## src/rtl/adder_op_sequencer.sv

```systemverilog
// adder_op_sequencer: two-operand entry sequencer for the 8-bit adder/display
// datapath. One switch bank and one step button load operand A, then operand B.
// The sum and carry are then computed and held for the hex decoders until a
// press or a hold timeout.
//
// Build option: define SEQ_ACCUM_CHAIN_EN for chained (running-sum) operation.
// With it, a press in SHOW feeds the sum back as operand A. Without it
// (default), a press in SHOW clears the datapath and returns to IDLE.

module adder_op_sequencer #(
  parameter int WIDTH       = 8,
  parameter int HOLD_CYCLES = 50_000_000
) (
  input  logic             clk,
  input  logic             areset,
  input  logic [WIDTH-1:0] in,
  input  logic             btn,
  input  logic             clr,
  output logic [WIDTH-1:0] a_out,
  output logic [WIDTH-1:0] b_out,
  output logic [WIDTH-1:0] sum,
  output logic             cout,
  output logic             result_valid,
  output logic [1:0]       state,
  output logic [3:0]       ovf_cnt
);

  typedef enum logic [1:0] {
    IDLE   = 2'b00,
    HAVE_A = 2'b01,
    HAVE_B = 2'b10,
    SHOW   = 2'b11
  } state_t;

  // The hold counter only has to reach HOLD_CYCLES-1.
  localparam int HOLD_W = (HOLD_CYCLES > 1) ? $clog2(HOLD_CYCLES) : 1;
  localparam logic [HOLD_W-1:0] HOLD_LAST =
    HOLD_W'((HOLD_CYCLES == 0) ? 0 : HOLD_CYCLES - 1);

  state_t            state_q;
  logic [HOLD_W-1:0] hold_cnt;
  logic              btn_s1;
  logic              btn_s2;
  logic              btn_prev;
  logic [1:0]        sync_fill;
  logic              press;
  logic              hold_done;
  logic [WIDTH:0]    add_full;

  // Button synchronizer and rising-edge detector.
  // btn_prev is forced high while the synchronizer fills after reset.
  // A button held through reset release therefore looks already pressed
  // and never produces a spurious press pulse.
  always_ff @(posedge clk or negedge areset) begin
    if (!areset) begin
      btn_s1    <= 1'b0;
      btn_s2    <= 1'b0;
      btn_prev  <= 1'b1;
      sync_fill <= 2'd0;
    end else begin
      // NOTE: non-blocking assignments let btn_s2 take the old btn_s1, forming a real two-stage chain.
      btn_s1 <= btn;
      btn_s2 <= btn_s1;
      if (sync_fill != 2'd2) begin
        sync_fill <= sync_fill + 2'd1;
        btn_prev  <= 1'b1;
      end else begin
        btn_prev  <= btn_s2;
      end
    end
  end

  assign press     = btn_s2 & ~btn_prev;
  assign hold_done = (HOLD_CYCLES != 0) && (hold_cnt == HOLD_LAST);
  assign add_full  = {1'b0, a_out} + {1'b0, b_out};
  assign state     = state_q;

  // Operand-entry FSM with registered datapath outputs; clr overrides everything.
  always_ff @(posedge clk or negedge areset) begin
    if (!areset) begin
      state_q      <= IDLE;
      a_out        <= '0;
      b_out        <= '0;
      sum          <= '0;
      cout         <= 1'b0;
      result_valid <= 1'b0;
      ovf_cnt      <= 4'd0;
      hold_cnt     <= '0;
    end else if (clr) begin
      state_q      <= IDLE;
      a_out        <= '0;
      b_out        <= '0;
      sum          <= '0;
      cout         <= 1'b0;
      result_valid <= 1'b0;
      ovf_cnt      <= 4'd0;
      hold_cnt     <= '0;
    end else begin
      case (state_q)
        IDLE: begin
          if (press) begin
            a_out   <= in;
            state_q <= HAVE_A;
          end
        end
        HAVE_A: begin
          if (press) begin
            b_out   <= in;
            state_q <= HAVE_B;
          end
        end
        HAVE_B: begin
          // Single compute cycle; any press landing here is ignored.
          {cout, sum}  <= add_full;
          result_valid <= 1'b1;
          if (add_full[WIDTH] && (ovf_cnt != 4'hF)) begin
            ovf_cnt <= ovf_cnt + 4'd1;
          end
          hold_cnt <= '0;
          state_q  <= SHOW;
        end
        SHOW: begin
          if (press) begin
`ifdef SEQ_ACCUM_CHAIN_EN
            a_out        <= sum;
            b_out        <= '0;
            sum          <= '0;
            cout         <= 1'b0;
            result_valid <= 1'b0;
            state_q      <= HAVE_A;
`else
            a_out        <= '0;
            b_out        <= '0;
            sum          <= '0;
            cout         <= 1'b0;
            result_valid <= 1'b0;
            state_q      <= IDLE;
`endif
          end else if (hold_done) begin
            a_out        <= '0;
            b_out        <= '0;
            sum          <= '0;
            cout         <= 1'b0;
            result_valid <= 1'b0;
            state_q      <= IDLE;
          end else if (HOLD_CYCLES != 0) begin
            hold_cnt <= hold_cnt + HOLD_W'(1);
          end
        end
        default: state_q <= IDLE;
      endcase
    end
  end

endmodule

```

## config.mk

```make
export PLATFORM = sky130hd
export DESIGN_NAME = adder_op_sequencer
export DESIGN_NICKNAME = d
export VERILOG_FILES = /design/src/rtl/adder_op_sequencer.sv
export SDC_FILE = /design/constraint.sdc
export NUM_CORES = 1
export LEC_CHECK = 0
export BUFFER_PORTS_ARGS = -buffer_cell sky130_fd_sc_hd__buf_4
export CORE_MARGIN = 5
export CORE_UTILIZATION = 58
export DETAILED_ROUTE_END_ITERATION = 10
export PLACE_DENSITY = 0.8
export SLEW_MARGIN = 25
export SYNTH_ARGS = -nofsm -noshare
export SYNTH_HDL_FRONTEND = slang
export SYNTH_SLANG_ARGS = --single-unit
```

## constraint.sdc

```tcl
create_clock -name clk -period 3 [get_ports clk]
set_input_delay 0.45 -clock clk [delete_from_list [all_inputs] [get_ports clk]]
set_output_delay 0.45 -clock clk [all_outputs]
set_load 0.05 [all_outputs]
```

==> metrics.md <==
| Metric | Value |
|---|---|
| Initial antenna violation count | 0 |
| Setup TNS | 0 ns |
| Largest net degree at the start of global routing | 64 |
| Cts repair resizes | 0 |
| Worst slew pin tran | 0.782 ns |
| Placed cell area | 3830 um2 |
| Die H | 87.3 um |
| Startpoint types | register |
| Port buffer count | 43 |
| Largest delay share family, worst path | compound AO/OA/AOI/OAI gates |
| Cells after Synth | 340 |
| Area Growth Syn to Fin | 15.7% |
| Gr ovfl total | 0 |
| Post-route DRC violation count | 0 |
| First-pass GRT wire length | 14500 um |
| Clk Latency, worst-skew pair | 0.36 ns |
| Arr. time, crit path | 2.80 ns |
| Fin crit period | 2.51 ns |
| Slowest cell on crit path | or4_4 |
| Final Skew | 0.0103 ns |
| Antenna viol nets, final | 0 |
| Mapped Nets | 368 |
| Top cell type's share of synthesized area | 44.8% |
| Hold bufs inserted after CTS | 0 |
| Synthesis-stage register bit count | 63 |
| Total Wirelength | 8570 um |
| Inserted Diodes | 0 |
| 1st-iter DRT viols | 142 |
| Die width | 87.3 um |
| GP Congestion | 0.864 |
| Final hold vios | 0 |
| H-tree levels | 3 |
| Number of global-route vias before repair | 2961 |
| Final instance area | 4010 um2 |
| Core ar. | 5850 um2 |
| RSZ-0062 raised after global routing | false |
| Leakage | 0.00182 uW |
| Syn avg cell area | 10.2 um2 |
| Overall die area | 7620 um2 |
| Top cells by area, synth | dfrtp_1 (45%), ha_1 (5.4%), a22o_1 (4.0%) |
| Tcrit/Tclk final | 83.7% |
| Finish-stage setup viols | 0 |
| DR WL/cell | 18.6 um |
| R2R cell count | 6 |
| Ys flop type | dfrtp_1 |
| Clk slew on worst S/H paths | 0.08 ns |
| Number of flops mapped to enable cells by yosys | 0 |
| TritonCTS Buffers | 9 |
| DR pass1 iterations | 4 |
| CP required | 3.29 ns |
| Buf/Inv on CP | 0 |
| Proportion of layout cells with a drive suffix above 1 | 19.4% |
| Layout Nets | 410 |
| YS warnings | 0 |
| I/O pins | 44 |
| Pwr/cell area | 570 nW/um2 |
| Critical path's largest stage delay | 0.61 ns |
| Critical path, cell by cell | ha_1, nand3_2, or4_4, o31a_4, a21oi_4, a22o_2 |
| Max Fclk | 0.398 GHz |
| Post-DP HPWL | 6000 um |
| All-Layer GR Usage | 24.7% |
| Setup bufs post-CTS | 0 |
| Via Count | 2995 |
| Worst slack, placed | 0.518 ns |
| Critical Path End Type | register |
| Post-synth design cell area | 3460 um2 |
| Slew margin rel. | 47.8% |
| Max-cap violations | 0 |
| CP Class | register to register |
| Seq/Total Area, Yosys | 45.6% |
| Tightest Hold Check Type | primary input to asynchronous set/reset pin |
| Initial core utilization | 59.2% |
| Ys async rst share | 100% |
| Sink Count | 63 |
| Clock root buffer | clkbuf_8 |
| R2r setup slk | 0.49 ns |
| FP Rows | 28 |
| Worst VDD drop | 0.424 mV |
| TritonCTS clock tree | done |
| Vias per cell | 6.48 |
| Final WS setup | 0.489 ns |
| Status | finished clean |
| Max-slew violations | 0 |
| Clk buf depth | 2 |
| Area leader, netlist | dfrtp_1 |
| Count of distinct cell types in the synthesized netlist | 63 |
| CP max FO | 15 |
| Critical path depth in cells | 6 |
-- cell families after synthesis --
logic type / after synthesis / share of synthesized area (%)
flip-flops: 63 / 45.6
AO/OA/AOI/OAI: 114 / 24.7
AND/OR/NAND/NOR: 113 / 17.9
adder cells (fa/ha/maj): 16 / 6.00
buffers and inverters: 23 / 2.89
XOR/XNOR: 8 / 2.02
multiplexers: 3 / 0.903
-- worst register-to-register path, cell delays in order (launching register included) --
cell and delay [ns]:
dfrtp_1 0.40, ha_1 0.27, nand3_2 0.14, or4_4 0.61
o31a_4 0.40, a21oi_4 0.41, a22o_2 0.22
-- power by group --
group / total (uW) / switching [uW] / internal (uW)
Combinational: 675 / 467 / 208
Clock: 656 / 358 / 298
Sequential: 954 / 52.4 / 901
-- cell usage after synthesis (4+ instances only) --
cell / instances
a22o_1: 16
a31oi_1: 17
nor3_1: 8
nand3_1: 11
clkbuf_1: 9
o21ai_0: 15
and4_1: 4
xor2_1: 5
nand2b_1: 5
o2bb2ai_1: 6
a21oi_1: 14
nor2_1: 22
nand2_1: 18
dfrtp_1: 62
nor4_1: 5
and3_1: 8
nand4_1: 12
nor4b_1: 4
o211ai_1: 4
inv_1: 8
ha_1: 15
o22ai_1: 4
-- sequential cells by signal (all words and copies together) (netlist names) --
name,count
a_out,8
b_out,8
btn_prev,1
btn_s1,1
btn_s2,1
cout,1
hold_cnt,26
ovf_cnt,4
result_valid,1
state,2
sum,8
sync_fill,2
-- final timing paths --
check	start	end
min reg2reg	btn_s1	btn_s2
max in group asynchronous	areset	hold_cnt[8]
min in group clk	btn	btn_s1
max	hold_cnt[0]	hold_cnt[1]
min	areset	sum[2]
max reg2reg	hold_cnt[0]	hold_cnt[1]
-- layout by cell type (no fill, tap or decap), types with 12 or more instances in the layout --
| master | instances |
|---|---|
| a21oi_1 | 14 |
| a22o_1 | 16 |
| a31oi_1 | 17 |
| buf_4 | 46 |
| dfrtp_1 | 62 |
| ha_1 | 15 |
| nand2_1 | 18 |
| nand4_1 | 12 |
| nor2_1 | 22 |
| o21ai_0 | 15 |
-- final cells by class --
type / count / area, um2
inverter: 8 / 30.0
timing repair buffer: 46 / 345
clock buffer: 9 / 124
fill: 476 / 1840
multi-input combinational: 254 / 1790
clock inverter: 7 / 50.0
sequential: 63 / 1580
tap: 75 / 93.8
-- per-layer routing --
layer  GRT usage [%]  wire [um]  vias to the layer above
li1                -          -                     1399
met1            31.1       3610                     1492
met2            41.4       4270                       89
met3            3.97        517                       15
met4            11.7        178                        0
met5               0          0                        -
-- per-stage QoR --
| stage | util [%] | hold slack (ns) | cells | power, uW |
|---|---|---|---|---|
| after floorplan | - | 0.154 | 340 | 1430 |
| after global placement | 65.5 | 0.335 | 446 | 1630 |
| after detailed placement | 65.5 | 0.342 | 446 | 1640 |
| after CTS | 68.5 | 0.188 | 462 | 2300 |
| after global routing | 68.5 | 0.186 | 462 | 2400 |
| final | 68.5 | 0.172 | 462 | 2280 |
Power figures use the tool's default switching activity.
